### src/rtl/mcpu_prog_loader_if.sv
// mcpu_prog_loader_if: byte-stream handshake and RAM write bus of the program loader
interface mcpu_prog_loader_if #(
    parameter int WORD_SIZE = 16,
    parameter int ADDR_SIZE = 8
);
    logic                 in_valid;
    logic [7:0]           in_byte;
    logic                 in_ready;
    logic                 mem_we;
    logic [ADDR_SIZE-1:0] mem_addr;
    logic [WORD_SIZE-1:0] mem_wdata;
    modport master (output in_valid, in_byte, input in_ready, mem_we, mem_addr, mem_wdata);
    modport slave (input in_valid, in_byte, output in_ready, mem_we, mem_addr, mem_wdata);
endinterface

### src/rtl/mcpu_prog_loader.sv
// mcpu_prog_loader: loads a counted, checksummed byte stream of words into MCPU program RAM
module mcpu_prog_loader #(
    parameter int WORD_SIZE = 16,
    parameter int ADDR_SIZE = 8
) (
    input  logic              clk,
    input  logic              reset,
    input  logic              start,
    mcpu_prog_loader_if.slave bus,
    output logic              cpu_reset,
    output logic              done,
    output logic              err
);
    typedef enum logic [2:0] {IDLE, COUNT, HI, LO, WRITE, CHECK, DONE, ERROR} state_t;
    state_t               state_q, state_d;
    logic [8:0]           remain_q, remain_d;
    logic [ADDR_SIZE-1:0] addr_q, addr_d;
    logic [7:0]           csum_q, csum_d;
    logic [7:0]           hi_q, hi_d;
    logic [WORD_SIZE-1:0] wdata_q, wdata_d;
    logic                 xfer;
    assign xfer = bus.in_valid && bus.in_ready;
    // state and datapath registers, active-low synchronous reset
    always_ff @(posedge clk) begin
        if (!reset) begin
            state_q  <= IDLE;
            remain_q <= '0;
            addr_q   <= '0;
            csum_q   <= '0;
            hi_q     <= '0;
            wdata_q  <= '0;
        end else begin
            state_q  <= state_d;
            remain_q <= remain_d;
            addr_q   <= addr_d;
            csum_q   <= csum_d;
            hi_q     <= hi_d;
            wdata_q  <= wdata_d;
        end
    end
    // next state and datapath; remain counts words still to write (count byte 0 means 256)
    always_comb begin
        state_d  = state_q;
        remain_d = remain_q;
        addr_d   = addr_q;
        csum_d   = csum_q;
        hi_d     = hi_q;
        wdata_d  = wdata_q;
        case (state_q)
            IDLE, DONE, ERROR: begin
                if (start) begin
                    state_d  = COUNT;
                    remain_d = '0;
                    addr_d   = '0;
                    csum_d   = '0;
                end
            end
            COUNT: begin
                if (xfer) begin
                    state_d  = HI;
                    remain_d = (bus.in_byte == 8'd0) ? 9'd256 : {1'b0, bus.in_byte};
                end
            end
            HI: begin
                if (xfer) begin
                    state_d = LO;
                    hi_d    = bus.in_byte;
                    csum_d  = csum_q ^ bus.in_byte;
                end
            end
            LO: begin
                if (xfer) begin
                    state_d = WRITE;
                    wdata_d = WORD_SIZE'({hi_q, bus.in_byte});
                    csum_d  = csum_q ^ bus.in_byte;
                end
            end
            WRITE: begin
                state_d  = (remain_q == 9'd1) ? CHECK : HI;
                remain_d = remain_q - 9'd1;
                addr_d   = addr_q + ADDR_SIZE'(1);
            end
            CHECK: begin
                if (xfer) state_d = (bus.in_byte == csum_q) ? DONE : ERROR;
            end
            default: state_d = IDLE;
        endcase
    end
    // outputs decoded from the current state; write bus comes straight from registers
    always_comb begin
        bus.in_ready  = state_q inside {COUNT, HI, LO, CHECK};
        bus.mem_we    = state_q == WRITE;
        bus.mem_addr  = addr_q;
        bus.mem_wdata = wdata_q;
        cpu_reset     = state_q != DONE;
        done          = state_q == DONE;
        err           = state_q == ERROR;
    end
endmodule

### src/flat_wrapper.sv
// flat-port wrapper written by rule: the top's interface ports become plain ports
module mcpu_prog_loader_flat 
#(
    parameter int WORD_SIZE = 16,
    parameter int ADDR_SIZE = 8
)
  (clk, reset, start, cpu_reset, done, err, bus_in_valid, bus_in_byte, bus_in_ready, bus_mem_we, bus_mem_addr, bus_mem_wdata);
  mcpu_prog_loader_if #(.WORD_SIZE(WORD_SIZE), .ADDR_SIZE(ADDR_SIZE)) bus_i ();
  input  logic clk;
  input  logic reset;
  input  logic start;
  output logic cpu_reset;
  output logic done;
  output logic err;
  input wire logic [$bits(bus_i.in_valid)-1:0] bus_in_valid;
  input wire logic [$bits(bus_i.in_byte)-1:0] bus_in_byte;
  output wire logic [$bits(bus_i.in_ready)-1:0] bus_in_ready;
  output wire logic [$bits(bus_i.mem_we)-1:0] bus_mem_we;
  output wire logic [$bits(bus_i.mem_addr)-1:0] bus_mem_addr;
  output wire logic [$bits(bus_i.mem_wdata)-1:0] bus_mem_wdata;
  assign bus_i.in_valid = bus_in_valid;
  assign bus_i.in_byte = bus_in_byte;
  assign bus_in_ready = bus_i.in_ready;
  assign bus_mem_we = bus_i.mem_we;
  assign bus_mem_addr = bus_i.mem_addr;
  assign bus_mem_wdata = bus_i.mem_wdata;
  mcpu_prog_loader #(.WORD_SIZE(WORD_SIZE), .ADDR_SIZE(ADDR_SIZE)) u_core (.clk(clk), .reset(reset), .start(start), .bus(bus_i), .cpu_reset(cpu_reset), .done(done), .err(err));
endmodule
### config.mk
export PLATFORM = sky130hd
export DESIGN_NAME = mcpu_prog_loader_flat
export DESIGN_NICKNAME = d
export VERILOG_FILES = /design/src/rtl/mcpu_prog_loader_if.sv /design/src/rtl/mcpu_prog_loader.sv /design/src/flat_wrapper.sv
export SDC_FILE = /design/constraint.sdc
export NUM_CORES = 1
export LEC_CHECK = 0
export BUFFER_PORTS_ARGS = -buffer_cell sky130_fd_sc_hd__buf_2
export CAP_MARGIN = 20
export CORE_ASPECT_RATIO = 0.8
export CORE_UTILIZATION = 57
export DETAILED_ROUTE_END_ITERATION = 16
export PLACE_DENSITY = 0.8
export SLEW_MARGIN = 20
export SYNTH_ARGS = -nofsm -noshare
export SYNTH_HDL_FRONTEND = slang
export SYNTH_SLANG_ARGS = --single-unit
### constraint.sdc
create_clock -name clk -period 3.1 [get_ports clk]
set_clock_uncertainty 0.2 [all_clocks]
set_input_delay 0.62 -clock clk [delete_from_list [all_inputs] [get_ports clk]]
set_output_delay 0.62 -clock clk [all_outputs]
set_load 0.01 [all_outputs]
Word level (Yosys, flattened, before mapping). Cells that the tools add are included.

Bitwise gates (word level): 1. $add $sub $neg: 2. Muxes and demuxes: 16. Reduce and logical (&&, ||, !) cells: 15. Equality and inequality tests: 16.

Operators with widths (count): $pmux W8 S2 (2); $mux W9 (3); $pmux W9 S3 (1); $mux W3 (6); $pmux W3 S6 (1); $mux W8 (2); $eq A3 B3 Y1 const B (4); $ne A2 B1 Y1 const B (5); $eq A9 B1 Y1 const B (1); $sub A9 B1 Y9 const B (1); $add A8 B1 Y8 const B (1); $eq A8 B8 Y1 (1); $logic_not A8 Y1 (1); $xor A8 B8 Y8 (1); $eq A3 B2 Y1 const B (2); $reduce_and A2 Y1 (3); $reduce_and A3 Y1 (2); $reduce_and A5 Y1 (1); $reduce_bool A2 Y1 (2); $reduce_bool A4 Y1 (1); $eq A3 B1 Y1 const B (1); $logic_not A3 Y1 (1); $ne A3 B3 Y1 const B (1); $reduce_bool A3 Y1 (1); 5 further kinds (5).

Input bits: 12. Register bits: 52. Logic and storage cells: 56. Output and inout bits: 29.

Depth between registers and ports, before layout.
Word-level depth: 5. Depth in mapped cells: 10. Mapped depth without buffers: 7.

Worst setup path after synthesis. No wires, ideal clock.

Path type: register to register. Start: reg u_core.state_q[2]. End: reg u_core.csum_q[0]. Period minus slack after synthesis: 2.173 ns. Data required time: 2.783 ns. Cell stages (with the launch flop): 10. Setup time: 0.117 ns. Data arrival time: 1.856 ns. Buffers on the path: 3. Path slack: 0.927 ns. Path through: dfxtp_1 -> buf_6 -> clkbuf_1 -> inv_1 -> ha_1 -> a32oi_1 -> o21ai_2 -> and2_1 -> buf_2 -> a32o_1.

Longest elaborated chain between the ends: 5. Elaborated cells on any way between the ends: 16. Those cells by class: eq/ne (8); mux (1); reduce/logical (7).

RTL lines: from (decl) (RTL line mcpu_prog_loader.sv:15) `state_t state_q, state_d;`; from (signal assigned) (RTL line mcpu_prog_loader.sv:33) `state_q <= state_d;`; $eq A3 B1 Y1, or another cell as far along (RTL line mcpu_prog_loader.sv:91) `bus.in_ready = state_q inside {COUNT, HI, LO, CHECK};`; $reduce_bool A4 Y1 (RTL line mcpu_prog_loader.sv:91); $logic_and A1 B1 Y1 (RTL line mcpu_prog_loader.sv:22) `assign xfer = bus.in_valid && bus.in_ready;`; $ne A2 B1 Y1 (no source line); $reduce_and A3 Y1 (no source line); to (signal assigned) (RTL line mcpu_prog_loader.sv:36) `csum_q <= csum_d;`; to (decl) (RTL line mcpu_prog_loader.sv:18) `logic [7:0] csum_q, csum_d;`.

Parallel ways exist; a longest one is shown, timed or not. A chain may end at the register's enable or synchronous reset.

Final worst setup path.
Start: reg u_core.state_q[1]. End: out bus_mem_we.

Longest elaborated chain between the ends: 1.

RTL lines: $eq A3 B3 Y1 (RTL line mcpu_prog_loader.sv:92) `bus.mem_we = state_q == WRITE;`; to (decl) (RTL line flat_wrapper.sv:18) `output wire logic [$bits(bus_i.mem_we)-1:0] bus_mem_we;`.

No other way between the ends.

==> results summary <==
Dividing the final minimum period by the clock period gives 79.3%. Setup repair after global routing left no endpoint under its margin. The cell row count is 22. Port buffering added 40 buffers.

The count of cells resized by post-cts repair is 0. The pin count of the biggest net entering global routing came out at 29. The count of nets after finishing came out at 372. After clock tree synthesis, the setup repair step added 0 buffers. The count of cell types in the netlist came out at 51.

The sequential fraction of the synthesis area is 37.9%. From synthesis to final layout, the design area changed by 10.6%. After routing, the total negative slack on setup checks comes to 0 ns. Clock-pin slew was measured on the worst setup and hold paths at 0.09 ns.

The via count of the first global-routing pass is 2221. The final core area utilization is 66.0%. The flow ran to the end, and the final reports show no timing, DRC or antenna violations. The number of warnings issued by yosys came out at 0. The data required time of the critical path is 2.28 ns. Registers take 0.00104 mm2. Fill cells in the final layout number 401. The effective utilization at floorplan is 59.7%. The shortest period the worst path allows is 2.46 ns. Counting flops and latches in the post-synthesis netlist gives 52. The total of endpoints with negative setup slack in the final report is 0. The number of buffers inserted during clock tree synthesis came out at 5.

The relative slew slack is 54.8%. The largest total area in the synthesized netlist belongs to dfxtp_1. The width of the die came out at 79.6 um.

The instance count of the mapped netlist came out at 327. The final layout contains routed wiring with a total length of 6370 um. The post-synthesis area per instance is 8.39 um2.

Yosys mapped a number of flops with a built-in enable equal to 0. In this run the remaining antenna-violating nets after routing total 0. The clock passes through at most 2 buffers. The share of synthesized registers carrying an async set or reset is 0%. The routed via count divided by cell count is 5.95.

For this run the aggregate overflow at the end of global routing stands at 0. The overall via count from detail_route is 2474. Yosys attributes the largest share of cell area to dfxtp_1, nand2_1, a21boi_0. The die covers 0.00510 mm2.

TritonCTS built the clock tree. The number of levels the H-tree was split into is 2. The number of hold violations in the final report is 0. The first-pass GRT wire length came out at 10700 um. The worst endpoint data arrival time is 1.64 ns. The biggest fanout along the worst timing path came out at 21. In this run the vertical extent of the chip is 64.1 um. The ratio of total power to cell area came out at 421 mW/mm2. The number of clock sinks seen by CTS is 52. The clock latency of the later-clocked register in the worst-skew pair is 0.30 ns.

The estimated wirelength of the detail-placed design is 4360 um. The wire length per cell after detailed routing came out at 15.3 um. Measured in cells, the most critical reg-to-reg path has a length of 6.

By startpoint and endpoint, the worst setup path is classified as flip-flop to primary output. The count of pins over their slew limit is 0. The worst hold path begins at u_core.bus.mem_wdata[0]$_SDFFE_PN0P_. The layout cell share with drive strength beyond 1 is 16.6%. The highest clock frequency the design can meet is 407 MHz.

The worst-margin pin slew came out at 0.676 ns. The worst setup path is captured at a primary output. STA classifies the critical path startpoint as a flip-flop. The depth of the worst hold-timing path is 2. In this run the standard cell core region covers 0.00460 mm2. The path with the worst hold slack has its endpoint at u_core.bus.mem_wdata[0]$_SDFFE_PN0P_.

The length of the first detailed-routing pass in iterations came out at 4. The hold buffer count at cts came out at 0. VDD sags by at most 0.000275 V. By count the netlist is led by dfxtp_1, nand2_1, o21ai_0. For this run, design rule violations remaining after detail routing come to 0. The root buffer cell chosen for the clock tree is clkbuf_8. The worst setup slack for register-to-register paths came out at 0.72 ns.

The congestion estimate from routability-driven global placement came to 0.880. The combined area of all synthesized cells is 0.00274 mm2. The area of the multi-input gates came out at 0.00155 mm2. The most repeated cell in the gate-level netlist after synthesis is dfxtp_1. The count of routing violations after the opening detailed-route iteration came out at 150. The number of antenna diodes in the final layout is 0.

The path class of the tightest hold or removal check is flip-flop to flip-flop. Across every metal layer, demand over resource in global routing totals 26.7%. In this run the critical register-to-register path is launched from u_core.state_q[1]$_SDFFE_PN0P_. The number of nets in the synthesized netlist is 343.

The tool flagged a number of max-cap violations equal to 0. The top-level port count is 41. The number of antenna violations at the first check in global routing came to 0.

The synthesized design devotes to its leading area cell type 37.9% of total area. In the synthesized netlist the dominant register cell turns out to be dfxtp_1. In this run the critical register-to-register path is captured at u_core.csum_q[4]$_SDFFE_PN0P_. For this design the static power due to leakage is 1.20 nW.
[cells in the final DEF, fill, tap and decap left out, types with 4 or more instances in the layout]
master and instances:
a21boi_0 19, a21oi_1 11, a31oi_1 4, a32o_1 8, and2_1 5, and3b_1 8
buf_2 40, buf_4 5, clkbuf_8 7, dfxtp_1 52, ha_1 4, inv_1 8
mux2i_1 10, nand2_1 50, nand3_1 12, nor2_1 12, nor2b_1 10, nor3_1 4
nor4_1 4, o21ai_0 27, xnor2_1 9, xor2_1 4
[state kept, by name, summed over array words and instances (netlist names)]
signal / count
u_core.bus.mem_wdata: 16
u_core.remain_q: 9
u_core.csum_q: 8
u_core.state_q: 3
u_core.bus.mem_addr: 8
u_core.hi_q: 8
[worst max path at each step]
stage               slack, ns                       endpoint                           start  cells past startpoint
floorplan                0.93  u_core.csum_q[0]$_SDFFE_PN0P_  u_core.state_q[2]$_SDFFE_PN0P_                      9
global placement         0.89  u_core.csum_q[3]$_SDFFE_PN0P_  u_core.state_q[1]$_SDFFE_PN0P_                      6
detailed placement       0.79  u_core.csum_q[1]$_SDFFE_PN0P_  u_core.state_q[1]$_SDFFE_PN0P_                      6
CTS                      0.67                     bus_mem_we  u_core.state_q[1]$_SDFFE_PN0P_                      3
global route             0.57                   bus_in_ready  u_core.state_q[1]$_SDFFE_PN0P_                      3
finish                   0.64                     bus_mem_we  u_core.state_q[1]$_SDFFE_PN0P_                      3
[critical path, stage by stage (launching register included)]
cell	delay, ns
dfxtp_1	0.76
or3b_4	0.36
inv_1	0.07
buf_2	0.14
[routing by layer]
metal	track usage, %	wire [um]	up-vias
met5	0	0	-
met4	9.09	84	0
met3	6.14	364	13
li1	-	-	1220
met2	40.4	2820	63
met1	37.0	3100	1178
[cell type report]
type,instances,area share [%]
Tap cell,60,2.47
Sequential cell,52,34.3
Clock buffer,7,3.18
Multi-Input combinational cell,244,51.2
Inverter,8,0.990
Timing Repair Buffer,45,7.84
[report_power, final]
| part | total, mW | switching [mW] | internal (mW) |
|---|---|---|---|
| combinational | 0.166 | 0.100 | 0.0654 |
| clock | 0.416 | 0.216 | 0.199 |
| sequential | 0.697 | 0.0187 | 0.679 |
| total | 1.28 | 0.335 | 0.943 |
[stage by stage]
| stage | power (mW) | area, um2 | hold WS (ns) | setup WS [ns] | cells |
|---|---|---|---|---|---|
| finish | 1.28 | 3030 | 0.264 | 0.640 | 416 |
| global route | 1.33 | 3030 | 0.287 | 0.566 | 416 |
| CTS | 1.28 | 3030 | 0.268 | 0.674 | 416 |
| detailed placement | 0.874 | 2940 | 0.255 | 0.791 | 409 |
| global placement | 0.869 | 2940 | 0.249 | 0.890 | 409 |
| floorplan | 0.827 | 2740 | 0.240 | 0.927 | 327 |
[cell families after synthesis]
| logic type | share of synthesized area, % |
|---|---|
| compound gates | 22.8 |
| fa+ha+maj | 1.82 |
| buf+inv | 5.43 |
| mux | 3.65 |
| simple gates | 24.3 |
| xor+xnor | 4.15 |
| flops | 37.9 |
(Power assumes the default switching activity.)
